**src/rtl/md5_report_pkg.sv**
```systemverilog
// rtl/md5_report_pkg.sv - shared constants, enums and helpers for the MD5 result reporter
package md5_report_pkg;

    // ASCII characters used by the two report messages
    localparam logic [7:0] ASCII_F     = 8'h46;
    localparam logic [7:0] ASCII_D     = 8'h44;
    localparam logic [7:0] ASCII_COLON = 8'h3A;
    localparam logic [7:0] ASCII_N     = 8'h4E;
    localparam logic [7:0] ASCII_O     = 8'h4F;
    localparam logic [7:0] ASCII_E     = 8'h45;
    localparam logic [7:0] ASCII_CR    = 8'h0D;
    localparam logic [7:0] ASCII_LF    = 8'h0A;

    // Message lengths in bytes
    localparam logic [3:0] FOUND_LEN = 4'd12;
    localparam logic [3:0] DONE_LEN  = 4'd8;

    typedef enum logic [1:0] {
        ST_IDLE,
        ST_LOAD,
        ST_SEND,
        ST_FINISH
    } seq_state_e;

    typedef enum logic {
        MSG_FOUND,
        MSG_DONE
    } msg_sel_e;

    // Uppercase hex digit for one nibble
    function automatic logic [7:0] nibble_to_ascii(input logic [3:0] n);
        if (n < 4'd10) begin
            return 8'h30 + {4'h0, n};
        end
        return 8'h37 + {4'h0, n};
    endfunction

endpackage

```
**src/rtl/md5_result_reporter_if.sv**
```systemverilog
// rtl/md5_result_reporter_if.sv - search-status inputs and UART report outputs of the reporter
//
// enabled       search-enabled level; rising edge rearms the reporter
// status_found  level, high while the driver holds a match
// status_done   level, high when the search space is exhausted
// found_value   matching candidate, valid while status_found is high
// uart_tx       serial line, idles high
// busy          high while a report is being transmitted
// tx_done       one-cycle pulse after the last stop bit of a report
interface md5_result_reporter_if;
    logic        enabled;
    logic        status_found;
    logic        status_done;
    logic [31:0] found_value;
    logic        uart_tx;
    logic        busy;
    logic        tx_done;

    // Search driver side
    modport master (
        output enabled,
        output status_found,
        output status_done,
        output found_value,
        input  uart_tx,
        input  busy,
        input  tx_done
    );

    // Reporter side
    modport slave (
        input  enabled,
        input  status_found,
        input  status_done,
        input  found_value,
        output uart_tx,
        output busy,
        output tx_done
    );
endinterface

```
**src/rtl/uart_byte_tx.sv**
```systemverilog
// rtl/uart_byte_tx.sv - 8N1 UART byte transmitter with gap-free back-to-back handshake
//
// CLK         system clock, rising edge
// CPU_RESETN  asynchronous active-low reset
// data        byte to send, taken when valid && ready
// valid       byte offered by the sequencer
// ready       high while idle and during the final cycle of a stop bit
// tx          serial output, idles high
// active      high while a frame is on the line
module uart_byte_tx #(
    parameter int CLKS_PER_BIT = 4
) (
    input  logic       CLK,
    input  logic       CPU_RESETN,
    input  logic [7:0] data,
    input  logic       valid,
    output logic       ready,
    output logic       tx,
    output logic       active
);

    localparam int CW = (CLKS_PER_BIT > 1) ? $clog2(CLKS_PER_BIT) : 1;
    localparam logic [CW-1:0] BAUD_LAST = CW'(CLKS_PER_BIT - 1);

    logic          active_q, active_d;
    logic [9:0]    shift_q,  shift_d;
    logic [3:0]    bit_q,    bit_d;
    logic [CW-1:0] baud_q,   baud_d;
    logic          last_cycle;

    // Last cycle of the stop bit: a new byte accepted here starts its start
    // bit on the very next cycle, so consecutive frames abut.
    assign last_cycle = active_q && (bit_q == 4'd9) && (baud_q == BAUD_LAST);
    assign ready      = !active_q || last_cycle;
    assign tx         = active_q ? shift_q[0] : 1'b1;
    assign active     = active_q;

    always_ff @(posedge CLK or negedge CPU_RESETN) begin
        if (!CPU_RESETN) begin
            active_q <= 1'b0;
            shift_q  <= '1;
            bit_q    <= '0;
            baud_q   <= '0;
        end else begin
            active_q <= active_d;
            shift_q  <= shift_d;
            bit_q    <= bit_d;
            baud_q   <= baud_d;
        end
    end

    always_comb begin
        active_d = active_q;
        shift_d  = shift_q;
        bit_d    = bit_q;
        baud_d   = baud_q;
        if (valid && ready) begin
            // Frame is {stop, data, start}, shifted out LSB first
            active_d = 1'b1;
            shift_d  = {1'b1, data, 1'b0};
            bit_d    = 4'd0;
            baud_d   = '0;
        end else if (active_q) begin
            if (baud_q == BAUD_LAST) begin
                baud_d = '0;
                if (bit_q == 4'd9) begin
                    active_d = 1'b0;
                end else begin
                    bit_d   = bit_q + 4'd1;
                    shift_d = {1'b1, shift_q[9:1]};
                end
            end else begin
                baud_d = baud_q + 1'b1;
            end
        end
    end

endmodule

```
**src/rtl/md5_result_reporter.sv**
```systemverilog
// rtl/md5_result_reporter.sv - reports the MD5 search outcome as an ASCII line over UART
//
// CLK         system clock, all logic on rising edge
// CPU_RESETN  asynchronous active-low reset
// rpt         search status inputs and UART/busy/tx_done outputs (slave side)
module md5_result_reporter
    import md5_report_pkg::*;
#(
    parameter int CLK_FREQ_HZ = 100000000,
    parameter int BAUD        = 115200
) (
    input  logic                  CLK,
    input  logic                  CPU_RESETN,
    md5_result_reporter_if.slave  rpt
);

    localparam int CLKS_PER_BIT = CLK_FREQ_HZ / BAUD;

    seq_state_e  state_q, state_d;
    msg_sel_e    msg_q,   msg_d;
    logic [31:0] value_q, value_d;
    logic [3:0]  idx_q,   idx_d;
    logic [7:0]  byte_q,  byte_d;
    logic        armed_q, armed_d;
    logic        done_q,  done_d;

    logic prev_found_q, prev_done_q, prev_en_q;
    logic found_rise, done_rise, en_rise;
    logic start;
    logic [3:0] last_idx;

    logic tx_valid, tx_ready, tx_line, tx_active;

    assign found_rise = rpt.status_found && !prev_found_q;
    assign done_rise  = rpt.status_done  && !prev_done_q;
    assign en_rise    = rpt.enabled      && !prev_en_q;

    // Edges are only acted on from IDLE; anything seen mid-report is dropped.
    assign start    = (state_q == ST_IDLE) && armed_q && (found_rise || done_rise);
    assign last_idx = (msg_q == MSG_FOUND) ? (FOUND_LEN - 4'd1) : (DONE_LEN - 4'd1);

    function automatic logic [7:0] msg_byte(input msg_sel_e sel, input logic [3:0] idx,
                                            input logic [31:0] value);
        logic [31:0] sh;
        sh = value >> {(4'd9 - idx), 2'b00};
        if (sel == MSG_FOUND) begin
            case (idx)
                4'd0:    return ASCII_F;
                4'd1:    return ASCII_COLON;
                4'd10:   return ASCII_CR;
                4'd11:   return ASCII_LF;
                default: return nibble_to_ascii(sh[3:0]);
            endcase
        end
        case (idx)
            4'd0:    return ASCII_D;
            4'd1:    return ASCII_COLON;
            4'd2:    return ASCII_N;
            4'd3:    return ASCII_O;
            4'd4:    return ASCII_N;
            4'd5:    return ASCII_E;
            4'd6:    return ASCII_CR;
            default: return ASCII_LF;
        endcase
    endfunction

    // State register
    always_ff @(posedge CLK or negedge CPU_RESETN) begin
        if (!CPU_RESETN) begin
            state_q <= ST_IDLE;
        end else begin
            state_q <= state_d;
        end
    end

    // Next-state logic. The trigger cycle loads byte 0 itself so the first
    // start bit leaves one cycle after the edge; LOAD fetches each later byte
    // while the previous one is still shifting out.
    always_comb begin
        state_d = state_q;
        case (state_q)
            ST_IDLE:   if (start) state_d = ST_SEND;
            ST_LOAD:   state_d = ST_SEND;
            ST_SEND:   if (tx_ready) state_d = (idx_q < last_idx) ? ST_LOAD : ST_FINISH;
            ST_FINISH: if (tx_ready) state_d = ST_IDLE;
            default:   state_d = ST_IDLE;
        endcase
    end

    // FSM outputs
    always_comb begin
        tx_valid = (state_q == ST_SEND);
        done_d   = (state_q == ST_FINISH) && tx_ready;
    end

    // Datapath: edge registers, arming, latched message and byte index
    always_ff @(posedge CLK or negedge CPU_RESETN) begin
        if (!CPU_RESETN) begin
            prev_found_q <= 1'b0;
            prev_done_q  <= 1'b0;
            prev_en_q    <= 1'b0;
            msg_q        <= MSG_FOUND;
            value_q      <= '0;
            idx_q        <= '0;
            byte_q       <= '0;
            armed_q      <= 1'b1;
            done_q       <= 1'b0;
        end else begin
            prev_found_q <= rpt.status_found;
            prev_done_q  <= rpt.status_done;
            prev_en_q    <= rpt.enabled;
            msg_q        <= msg_d;
            value_q      <= value_d;
            idx_q        <= idx_d;
            byte_q       <= byte_d;
            armed_q      <= armed_d;
            done_q       <= done_d;
        end
    end

    always_comb begin
        msg_d   = msg_q;
        value_d = value_q;
        idx_d   = idx_q;
        byte_d  = byte_q;
        armed_d = armed_q;
        if (en_rise) begin
            armed_d = 1'b1;
        end
        if (start) begin
            // Starting consumes the arming; FOUND takes priority over DONE
            armed_d = 1'b0;
            idx_d   = 4'd0;
            if (found_rise) begin
                msg_d   = MSG_FOUND;
                value_d = rpt.found_value;
                byte_d  = ASCII_F;
            end else begin
                msg_d  = MSG_DONE;
                byte_d = ASCII_D;
            end
        end
        if ((state_q == ST_SEND) && tx_ready && (idx_q < last_idx)) begin
            idx_d = idx_q + 4'd1;
        end
        if (state_q == ST_LOAD) begin
            byte_d = msg_byte(msg_q, idx_q, value_q);
        end
    end

    uart_byte_tx #(
        .CLKS_PER_BIT (CLKS_PER_BIT)
    ) u_tx (
        .CLK        (CLK),
        .CPU_RESETN (CPU_RESETN),
        .data       (byte_q),
        .valid      (tx_valid),
        .ready      (tx_ready),
        .tx         (tx_line),
        .active     (tx_active)
    );

    assign rpt.uart_tx = tx_line;
    assign rpt.busy    = tx_active;
    assign rpt.tx_done = done_q;

endmodule

```
**src/flat_wrapper.sv**
```systemverilog
// flat-port wrapper written by rule: the top's interface ports become plain ports
module md5_result_reporter_flat import md5_report_pkg::*;
#(
    parameter int CLK_FREQ_HZ = 100000000,
    parameter int BAUD        = 115200
)
  (CLK, CPU_RESETN, rpt_enabled, rpt_status_found, rpt_status_done, rpt_found_value, rpt_uart_tx, rpt_busy, rpt_tx_done);
  md5_result_reporter_if rpt_i ();
  input  logic CLK;
  input  logic CPU_RESETN;
  input wire logic [$bits(rpt_i.enabled)-1:0] rpt_enabled;
  input wire logic [$bits(rpt_i.status_found)-1:0] rpt_status_found;
  input wire logic [$bits(rpt_i.status_done)-1:0] rpt_status_done;
  input wire logic [$bits(rpt_i.found_value)-1:0] rpt_found_value;
  output wire logic [$bits(rpt_i.uart_tx)-1:0] rpt_uart_tx;
  output wire logic [$bits(rpt_i.busy)-1:0] rpt_busy;
  output wire logic [$bits(rpt_i.tx_done)-1:0] rpt_tx_done;
  assign rpt_i.enabled = rpt_enabled;
  assign rpt_i.status_found = rpt_status_found;
  assign rpt_i.status_done = rpt_status_done;
  assign rpt_i.found_value = rpt_found_value;
  assign rpt_uart_tx = rpt_i.uart_tx;
  assign rpt_busy = rpt_i.busy;
  assign rpt_tx_done = rpt_i.tx_done;
  md5_result_reporter #(.CLK_FREQ_HZ(CLK_FREQ_HZ), .BAUD(BAUD)) u_core (.CLK(CLK), .CPU_RESETN(CPU_RESETN), .rpt(rpt_i));
endmodule
```
**config.mk**
```make
export PLATFORM = sky130hd
export DESIGN_NAME = md5_result_reporter_flat
export DESIGN_NICKNAME = d
export VERILOG_FILES = /design/src/rtl/md5_report_pkg.sv /design/src/rtl/md5_result_reporter_if.sv /design/src/rtl/uart_byte_tx.sv /design/src/rtl/md5_result_reporter.sv /design/src/flat_wrapper.sv
export SDC_FILE = /design/constraint.sdc
export NUM_CORES = 1
export LEC_CHECK = 0
export CAP_MARGIN = 40
export CORE_UTILIZATION = 45
export DETAILED_ROUTE_END_ITERATION = 7
export GPL_ROUTABILITY_DRIVEN = 0
export GPL_TIMING_DRIVEN = 0
export PLACE_DENSITY = 0.67
export SYNTH_ARGS = -nofsm -noshare
export SYNTH_HDL_FRONTEND = slang
export SYNTH_HIERARCHICAL = 1
export SYNTH_SLANG_ARGS = --single-unit
```
**constraint.sdc**
```tcl
create_clock -name CLK -period 2.5 [get_ports CLK]
set_input_delay 0.625 -clock CLK [delete_from_list [all_inputs] [get_ports CLK]]
set_output_delay 0.625 -clock CLK [all_outputs]
set_load 0.1 [all_outputs]
```
==> results_dict.tcl, run 1 <==
set metrics [dict create \
    run_status "finished with violations" \
    violations "setup timing" \
    grt_pass1_vias 3048 \
    synth_most_common_cell "dfrtp_1" \
    worstPathRequired_ns 2.79 \
    post-route-util_pct 57.68 \
    synth.distinct_cells 63 \
    cap_violations 0 \
    die_x_um 96.97 \
    dieArea_um2 9403 \
    vias 3069 \
    n_antenna_cell 0 \
    initialDrtViolationCount 132 \
    rsz0062_at_grt "yes" \
    dp_worst_setup_slack_ns -0.8410 \
    netlist_area_um2 4059 \
    grt_pass1_wl_mm 14.40 \
    cts.htree.levels 3 \
    routedWlPerCell_um 15.18 \
    antenna_left 0 \
    period_share_pct 101.8 \
    cts_tree "yes" \
    post-route-drc-count 0 \
    synth-seq-area-share_pct 46.55 \
    holdWs_ns 0.1199 \
    post-dp-hpwl_mm 6.048 \
    power_density_nw_per_um2 421.6 \
    fp.dieH_um 96.97 \
    period_minus_slack_ns 2.544 \
    clock_sinks 75 \
    root_buffer "clkbuf_8" \
    path_cells "buf_6 -> mux4_2 -> mux2_4 -> nand2_4 -> ha_4 -> inv_2 -> or4b_1 -> a211o_1 -> a2bb2oi_2" \
    synthArstFlopShare_pct 100.0 \
    cpPeakStageDelay_ns 0.51 \
    worstPathMaxFanout 6 \
    hold_class "input port to async pin" \
    clock.fmax_mhz 393.0 \
    cts_buffers 9 \
    synthAdderAreaFrac_pct 3.699 \
    start_util_pct 46.54 \
    cts.clk_slew.worst_paths_ns 0.08 \
    synth_seq_cells 75 \
    synth_xor_area_share_pct 2.805 \
    worst_path_dominant_cell_family "multiplexers" \
    clockBufferDepth 2 \
    leakage_nw 2.320 \
    synth_area_leaders "dfrtp_1 (40%), mux2_2 (9.4%), dfstp_2 (6.5%), ha_1 (3.7%), mux2i_1 (3.0%)" \
    final_nets 493 \
    final_layout_size_suffix_gt1_share_pct 27.62 \
    dr.pass1.iters 6 \
    synth_top_cell_by_area "dfrtp_1" \
    max-slew-margin-rel_pct 51.77 \
    track_usage_pct 19.00 \
    port_buffers 39 \
    synth_fp_nets 423 \
    antenna_found_initial 0 \
    core_area_um2 8721 \
    area_growth_pct 23.92 \
    synth_top_family_by_area "simple AND/OR/NAND/NOR gates" \
    ys_warn_count 6 \
    syn_area_per_cell_um2 10.85 \
    crit_buf_inv 2 \
    finalHoldViolations 0 \
    setup_viol 1 \
    ctsHoldBuffers 0 \
    cp_slowest_cell "mux4_2" \
    ys.flop_type "dfrtp_1" \
    synthMuxAreaShare_pct 14.61 \
    rows 34 \
    cp-end-kind "flop" \
    synth_top_area_share_pct 40.07 \
    cp_data_arrival_time_ns 2.83 \
    wl_mm 8.458 \
    grt_start_max_net_pins 61 \
    worst_pin_slew_ns 0.7201 \
    synth_simple_gate_area_share_pct 15.23 \
    postSynthCellCount 374 \
    clk_latency_ns 0.35 \
    synth-edff-count 0 \
    io_pins 40 \
    grt_overflow 0 \
    finalWorstSetupSlack_ns -0.04436 \
    cp-start-kind "flop" \
    slew_violations 0 \
    vias_per_cell 5.510 \
    crit_type "flop to flop" \
    synth-compound-area-share_pct 12.76 \
    irDropWorstVdd_uv 284.7 \
    finalClockSkew_ns 0.01140 \
    synth_common_cells "dfrtp_1 (65), mux2_2 (34), nand2_1 (25)" \
]
-- cell families after synthesis --
kind of cell,after synthesis
AO/OA/AOI/OAI,75
XOR/XNOR,13
adder cells (fa/ha/maj),12
buffers and inverters,35
flip-flops,75
multiplexers,50
other,1
AND/OR/NAND/NOR,113
-- worst paths after layout --
| path | depth (start not counted) | end | start | slack [ns] |
|---|---|---|---|---|
| min reg2reg | 2 | u_core/u_tx/shift_q[0]$_DFFE_PN1P_ | u_core/u_tx/shift_q[0]$_DFFE_PN1P_ | 0.47 |
| min in group CLK | 2 | u_core/u_tx/shift_q[0]$_DFFE_PN1P_ | u_core/u_tx/shift_q[0]$_DFFE_PN1P_ | 0.47 |
| min | 1 | u_core/u_tx/baud_q[4]$_DFFE_PN0P_ | CPU_RESETN | 0.12 |
| max | 9 | u_core/byte_q[2]$_DFFE_PN0P_ | u_core/idx_q[0]$_DFFE_PN0P_ | -0.04 |
| max reg2reg | 9 | u_core/byte_q[2]$_DFFE_PN0P_ | u_core/idx_q[0]$_DFFE_PN0P_ | -0.04 |
| max in group asynchronous | 2 | u_core/u_tx/shift_q[2]$_DFFE_PN1P_ | CPU_RESETN | 1.79 |
-- per-stage QoR --
step / TNS, ns / cells / power (W) / area [um^2]
finish: -0.04436 / 557 / 0.002121 / 5030
detailed placement: -24.87 / 526 / 0.001331 / 4706
global route: -0.2613 / 557 / 0.002221 / 5030
global placement: -155.24 / 521 / 0.001326 / 4624
floorplan: -0.07582 / 374 / 0.001245 / 4099
CTS: -0.07408 / 550 / 0.002161 / 4971
-- power by group --
group          switching, W  internal [W]   total, W
registers        0.00000103       0.00122    0.00122
logic             0.0000327     0.0000547  0.0000874
clock network      0.000456      0.000360   0.000816
total              0.000490       0.00163    0.00212
-- metal layers --
| metal | vias up | GRT usage (%) | wire (um) |
|---|---|---|---|
| li1 | 1492 | - | - |
| met1 | 1490 | 22.63 | 3687 |
| met2 | 69 | 33.53 | 4353 |
| met3 | 18 | 4.335 | 264 |
| met4 | 0 | 6.659 | 152 |
| met5 | - | 0 | 0 |
-- cell type report --
cell class	count	area, um^2
tap	108	135.1
sequential	75	1894
clock buffer	10	127.6
multi-input combinational	264	2047
clock inverter	6	42.54
inverter	15	63.81
fill	766	3691
timing repair buffer	62	604.3
buffer	17	115.1
-- registers in the layout, summed over array words and instances, names as in the netlist --
register,flops
u_core/value_q,32
u_core/u_tx/baud_q,10
u_core/u_tx/shift_q,9
u_core/byte_q,7
u_core/idx_q,4
u_core/u_tx/bit_q,4
u_core/state_q,2
u_core/armed_q,1
u_core/msg_q,1
u_core/prev_done_q,1
u_core/prev_en_q,1
u_core/prev_found_q,1
u_core/rpt.tx_done,1
u_core/u_tx/active,1
-- worst reg2reg max path: cells and delay by family (launching register included) --
family                     cells  cell delay [ns]
muxes                          2             0.82
and+or+nand+nor                2             0.58
AOI/OAI and AO/OA              2             0.40
DFF                            1             0.37
buffers and inverters          2             0.18
adders and majority gates      1             0.13
-- what timing repair did --
action / CTS / global route
setup endpoints to repair: 36 / 39
pin swaps: 5 / 1
setup buffers: 10 / 8
gates resized for setup: 12 / 14
-- layout by cell type (no fill, tap or decap), types with 3 or more instances in the layout --
cell	instances
nand2_1	24
inv_1	12
a22oi_1	8
or3_1	7
buf_6	4
buf_2	4
a211oi_1	3
nand2b_1	8
xor2_1	6
clkbuf_8	9
a32o_1	3
buf_4	19
ha_1	10
nor2_1	19
mux2_2	33
nand3_1	24
clkdlybuf4s50_1	38
nor2b_1	3
mux4_2	4
dfstp_2	10
dfrtp_1	61
buf_8	3
mux2i_1	11
and3_1	3
a21oi_1	18
clkbuf_1	7
xnor2_1	7
o21ai_0	13
dfrtp_2	4
nand4_1	3
(Power assumes the default switching activity.)
==> inputs of run 2 (changes only) <==
- PLACE_DENSITY: 0.67 -> 0.64
- clock period: 2.5 -> 2.4 ns (I/O delays scaled with it)
==> run 2 against run 1 <==
Compared with the run above:
- the run still ends with setup timing left
- die area is the same
- combinational power grew 4.7%
- critical path depth is the same
- flip-flop and latch count is the same
- worst hold slack gained 0.077 ns
- power grew 16%
- cell area grew 3.8%
- critical endpoint unchanged
- sequential share of layout area shrank 1.4 points
- first-iteration DRC count grew 27%
- worst setup slack lost 0.097 ns
- non-clock buffer count grew 9
==> results_dict.tcl, run 2 (synthesized netlist as in run 1, its figures left out) <==
set metrics [dict create \
    finalWorstSetupSlack_ns -0.1413 \
    root_buffer "clkbuf_8" \
    n_antenna_cell 0 \
    routedWlPerCell_um 15.15 \
    finalHoldViolations 0 \
    seqPwrFrac_pct 51.7 \
    cp-start-kind "flop" \
    post-dp-hpwl_mm 6.088 \
    largest_reg_flops 32 \
    io_pins 40 \
    r2r_cells 9 \
    clock_sinks 75 \
    grt_pass1_wl_mm 14.50 \
    worstPathMaxFanout 5 \
    clockPowerShare_pct 44.6 \
    grt_start_max_net_pins 43 \
    path_cells "buf_6 -> mux4_2 -> mux2_4 -> nand2_4 -> ha_4 -> inv_2 -> or4b_4 -> a211o_1 -> a2bb2oi_2" \
    cp-end-kind "flop" \
    fp.dieH_um 96.97 \
    rsz0062_at_grt "yes" \
    grt_use_met1_pct 24.94 \
    rows 34 \
    final_layout_size_suffix_gt1_share_pct 31.00 \
    met2_usage_pct 31.91 \
    rr_startpoint "u_core/idx_q[0]$_DFFE_PN0P_" \
    dp.cells 525 \
    finalClockSkew_ns 0.01184 \
    antenna_found_initial 0 \
    initialDrtViolationCount 167 \
    pwr-share-comb_pct 3.7 \
    worst_pin_slew_ns 0.6498 \
    met3_usage_pct 3.251 \
    clockBufferDepth 2 \
    vias 3083 \
    max-slew-margin-rel_pct 56.48 \
    r2r-end "u_core/byte_q[2]$_DFFE_PN0P_" \
    cts_buffers 9 \
    port_buffers 39 \
    leakage_nw 2.428 \
    final_nets 502 \
    layout_common_cells "dfrtp_1 (61), clkdlybuf4s50_1 (38), mux2_2 (33)" \
    regMostFlops "u_core/value_q" \
    irDropWorstVdd_uv 314.8 \
    p_int_w 0.001943 \
    final_common_cell "dfrtp_1" \
    swShare_pct 20.86 \
    post-route-drc-count 0 \
    die_x_um 96.97 \
    period_minus_slack_ns 2.541 \
    area_growth_pct 28.67 \
    finalSetupTns_ns -0.2357 \
    slew_violations 0 \
    grt-busiest-layer "met2" \
    start_util_pct 46.54 \
    switchingPower_w 0.0005121 \
    cts.clk_slew.worst_paths_ns 0.08 \
    final-instance-count-excl-fill 566 \
    hold_class "input port to async pin" \
    cts.htree.levels 3 \
    post-route-util_pct 59.89 \
    clock.fmax_mhz 393.5 \
    power_density_nw_per_um2 470.1 \
    cp_data_arrival_time_ns 2.82 \
    antenna_left 0 \
    cp_slowest_cell "mux4_2" \
    violations "setup timing" \
    cpPeakStageDelay_ns 0.53 \
    period_share_pct 105.9 \
    r2r_slack_ns -0.14 \
    reg_top3 "u_core/value_q (32), u_core/u_tx/baud_q (10), u_core/u_tx/shift_q (9)" \
    track_usage_pct 19.23 \
    dr.pass1.iters 4 \
    grt_pass1_vias 3070 \
    wl_mm 8.576 \
    vias_per_cell 5.447 \
    fillers 736 \
    dieArea_um2 9403 \
    crit_type "flop to flop" \
    worstPathRequired_ns 2.67 \
    run_status "finished with violations" \
    core_area_um2 8721 \
    setup_viol 3 \
    cts_tree "yes" \
    grt_overflow 0 \
    ctsHoldBuffers 0 \
    clk_latency_ns 0.35 \
    cap_violations 0 \
]
==> run 2: worst max path at each step <==
stage | start | endpoint | slack, ns | cells past startpoint
CTS | u_core/idx_q[0]$_DFFE_PN0P_ | u_core/byte_q[2]$_DFFE_PN0P_ | -0.15 | 9
finish | u_core/idx_q[0]$_DFFE_PN0P_ | u_core/byte_q[2]$_DFFE_PN0P_ | -0.14 | 9
detailed placement | rpt_status_done | u_core/value_q[16]$_DFFE_PN0P_ | -0.99 | 8
global placement | CPU_RESETN | u_core/u_tx/active$_DFF_PN0_ | -2.15 | 1
floorplan | u_core/idx_q[1]$_DFFE_PN0P_ | u_core/byte_q[2]$_DFFE_PN0P_ | -0.15 | 9
global route | u_core/idx_q[0]$_DFFE_PN0P_ | u_core/byte_q[2]$_DFFE_PN0P_ | -0.19 | 9
==> run 2: repair_timing <==
action | in CTS | in global routing
setup endpoints to repair | 40 | 50
buffers inserted | 20 | 7
pin swaps | 10 | 6
resized for setup | 21 | 16
==> run 2: cell type report <==
type | instances | area [um^2] | share of cell area (%)
Buffer | 18 | 128.9 | 2.468
Inverter | 15 | 66.31 | 1.270
Sequential cell | 75 | 1894 | 36.27
Tap cell | 108 | 135.1 | 2.587
Clock inverter | 5 | 85.08 | 1.629
Clock buffer | 11 | 141.4 | 2.707
Timing Repair Buffer | 70 | 666.9 | 12.77
Multi-Input combinational cell | 264 | 2105 | 40.30
==> run 2: power by group through the flow <==
stage                 logic, W  registers [W]  clock network [W]
global route          0.000101        0.00127            0.00118
CTS                  0.0000942        0.00127            0.00113
finish               0.0000915        0.00127            0.00110
detailed placement   0.0000941        0.00129                  0
floorplan           0.00000366        0.00129                  0
global placement     0.0000887        0.00129                  0
==> run 2: critical path, delay by kind of cell (launching register included) <==
kind,cells,cell delay [ns]
compound gates,2,0.40
mux,2,0.82
simple gates,2,0.58
buf+inv,2,0.17
flops,1,0.36
fa+ha+maj,1,0.14
==> run 2: per-stage QoR <==
stage | area (um^2) | total power [W] | setup WS, ns | hold WS (ns)
after floorplan | 4111 | 0.001296 | -0.1456 | 0.3044
after detailed placement | 4700 | 0.001387 | -0.9862 | 0.4636
after global routing | 5223 | 0.002550 | -0.1859 | 0.2137
after global placement | 4637 | 0.001382 | -2.151 | 0.4541
final | 5223 | 0.002455 | -0.1413 | 0.1964
after CTS | 5132 | 0.002494 | -0.1514 | 0.1971
==> run 2: layer usage <==
metal | routed length [um] | share of wire [%] | vias up
met2 | 4286 | 50 | 54
met1 | 3956 | 46 | 1511
met5 | 0 | 0 | -
li1 | - | - | 1510
met4 | 114 | 1.3 | 0
met3 | 217 | 2.5 | 8
==> inputs of run 3 (changes only) <==
- PLACE_DENSITY: 0.64 -> 0.72
==> run 3 against run 2 <==
Compared with the run above:
- the flow still finishes with violations (setup timing)
- via count rose by 1.0%
- maximum frequency fell by 2.7%
- clock skew rose by 0.0012 ns
- flip-flop and latch count did not move
- first-iteration DRC count fell by 28%
- cell area fell by 0.41%
- worst hold slack got worse by 0.054 ns
- count of clock-buffer cells in the layout fell by 1
- sequential power barely moved
- critical endpoint unchanged
- largest power group unchanged
==> results_dict.tcl, run 3 (synthesized netlist as in run 1, its figures left out) <==
set metrics [dict create \
    root_buffer "clkbuf_8" \
    largest_reg_flops 32 \
    grt_pass1_vias 3160 \
    r2r_slack_ns -0.21 \
    clk_latency_ns 0.35 \
    worstPathMaxFanout 5 \
    vias_per_cell 5.521 \
    final_layout_size_suffix_gt1_share_pct 30.48 \
    reg_top3 "u_core/value_q (32), u_core/u_tx/baud_q (10), u_core/u_tx/shift_q (9)" \
    post-dp-hpwl_mm 6.000 \
    power_density_nw_per_um2 450.1 \
    vias 3114 \
    antenna_left 0 \
    final_nets 500 \
    final_common_cell "dfrtp_1" \
    grt_pass1_wl_mm 14.83 \
    worst_pin_slew_ns 0.6244 \
    max-slew-margin-rel_pct 58.18 \
    r2r-end "u_core/byte_q[2]$_DFFE_PN0P_" \
    clock_sinks 75 \
    area_growth_pct 28.14 \
    initialDrtViolationCount 120 \
    ctsHoldBuffers 0 \
    clock.fmax_mhz 382.7 \
    irDropWorstVdd_uv 308.7 \
    worstPathRequired_ns 2.68 \
    rows 34 \
    grt_start_max_net_pins 54 \
    dieArea_um2 9403 \
    fp.dieH_um 96.97 \
    period_share_pct 108.9 \
    grt_overflow 0 \
    multiInputGateArea_um2 2115 \
    port_buffers 39 \
    rsz0062_at_grt "yes" \
    track_usage_pct 19.50 \
    cts.clk_slew.worst_paths_ns 0.08 \
    cts_buffers 9 \
    cts.htree.levels 3 \
    post-route-drc-count 0 \
    cp_data_arrival_time_ns 2.89 \
    io_pins 40 \
    fillers 691 \
    period_minus_slack_ns 2.613 \
    dp_worst_setup_slack_ns -0.9164 \
    start_util_pct 46.54 \
    cts_tree "yes" \
    layout_common_cells "dfrtp_1 (61), clkdlybuf4s50_1 (38), mux2_2 (33)" \
    regArea_um2 1894 \
    violations "setup timing" \
    cp-start-kind "flop" \
    die_x_um 96.97 \
    routedWlPerCell_um 15.35 \
    post-route-util_pct 59.64 \
    rr_startpoint "u_core/idx_q[0]$_DFFE_PN0P_" \
    crit_type "flop to flop" \
    hold_class "input port to async pin" \
    wl_mm 8.657 \
    leakage_nw 2.443 \
    clockBufferDepth 2 \
    r2r_cells 9 \
    n_antenna_cell 0 \
    cap_violations 0 \
    finalHoldViolations 0 \
    finalClockSkew_ns 0.01306 \
    cp-end-kind "flop" \
    antenna_found_initial 0 \
    slew_violations 0 \
    p_total_w 0.002341 \
    run_status "finished with violations" \
    dr.pass1.iters 5 \
    core_area_um2 8721 \
    setup_viol 4 \
    regMostFlops "u_core/value_q" \
    finalWorstSetupSlack_ns -0.2127 \
]
run 3: power by group:
| group | leakage (nW) | internal, W | total [W] | switching [W] |
|---|---|---|---|---|
| logic | 1.39 | 0.0000570 | 0.0000918 | 0.0000348 |
| registers | 0.955 | 0.00127 | 0.00127 | 0.00000123 |
| clock network | 0.0987 | 0.000508 | 0.000981 | 0.000473 |
run 3: area by class of cell:
| type | count | area share (%) |
|---|---|---|
| Sequential cell | 75 | 36.42 |
| Multi-Input combinational cell | 264 | 40.65 |
| Buffer | 18 | 2.766 |
| Timing Repair Buffer | 68 | 12.46 |
| Clock inverter | 6 | 1.227 |
| Clock buffer | 10 | 2.646 |
| Tap cell | 108 | 2.598 |
| Inverter | 15 | 1.227 |
run 3: worst max-delay path by stage:
| stage | start | to | slack, ns | cells after the start |
|---|---|---|---|---|
| after floorplan | u_core/idx_q[1]$_DFFE_PN0P_ | u_core/byte_q[2]$_DFFE_PN0P_ | -0.15 | 9 |
| after global placement | CPU_RESETN | u_core/u_tx/active$_DFF_PN0_ | -2.10 | 1 |
| after detailed placement | rpt_status_done | u_core/value_q[30]$_DFFE_PN0P_ | -0.92 | 8 |
| after CTS | u_core/idx_q[1]$_DFFE_PN0P_ | u_core/byte_q[2]$_DFFE_PN0P_ | -0.17 | 8 |
| after global routing | u_core/idx_q[0]$_DFFE_PN0P_ | u_core/byte_q[2]$_DFFE_PN0P_ | -0.26 | 9 |
| final | u_core/idx_q[0]$_DFFE_PN0P_ | u_core/byte_q[2]$_DFFE_PN0P_ | -0.21 | 9 |
run 3: through the flow:
step	hold slack, ns	setup TNS (ns)	std cells	cell area [um^2]
global placement	0.4541	-156.30	521	4637
finish	0.1423	-0.4917	564	5201
CTS	0.1349	-0.4382	552	5056
floorplan	0.3044	-0.2506	374	4111
detailed placement	0.4578	-28.04	525	4707
global route	0.1406	-0.8848	564	5201
run 3: layer usage:
| metal | up-vias | track usage [%] | routed length, um |
|---|---|---|---|
| met5 | - | 0 | 0 |
| li1 | 1507 | - | - |
| met4 | 0 | 6.889 | 123 |
| met2 | 54 | 34.94 | 4600 |
| met1 | 1542 | 22.87 | 3674 |
| met3 | 11 | 4.263 | 258 |
run 3: worst max-delay path: stages (launching register included):
cell       delay, ns
dfrtp_1         0.39
buf_6           0.15
mux4_2          0.49
mux2_4          0.30
nand2_4         0.08
ha_4            0.14
inv_1           0.05
or4b_1          0.53
a211o_1         0.30
a2bb2oi_2       0.12
run 3: repair_timing:
item                                    4_1_cts  5_1_grt
gates cloned                                  0        0
gates resized for setup                      16       15
buffers inserted                             13       12
pin swaps                                     5        5
endpoints found under the hold margin         0        0
endpoints found under the setup margin       38       45
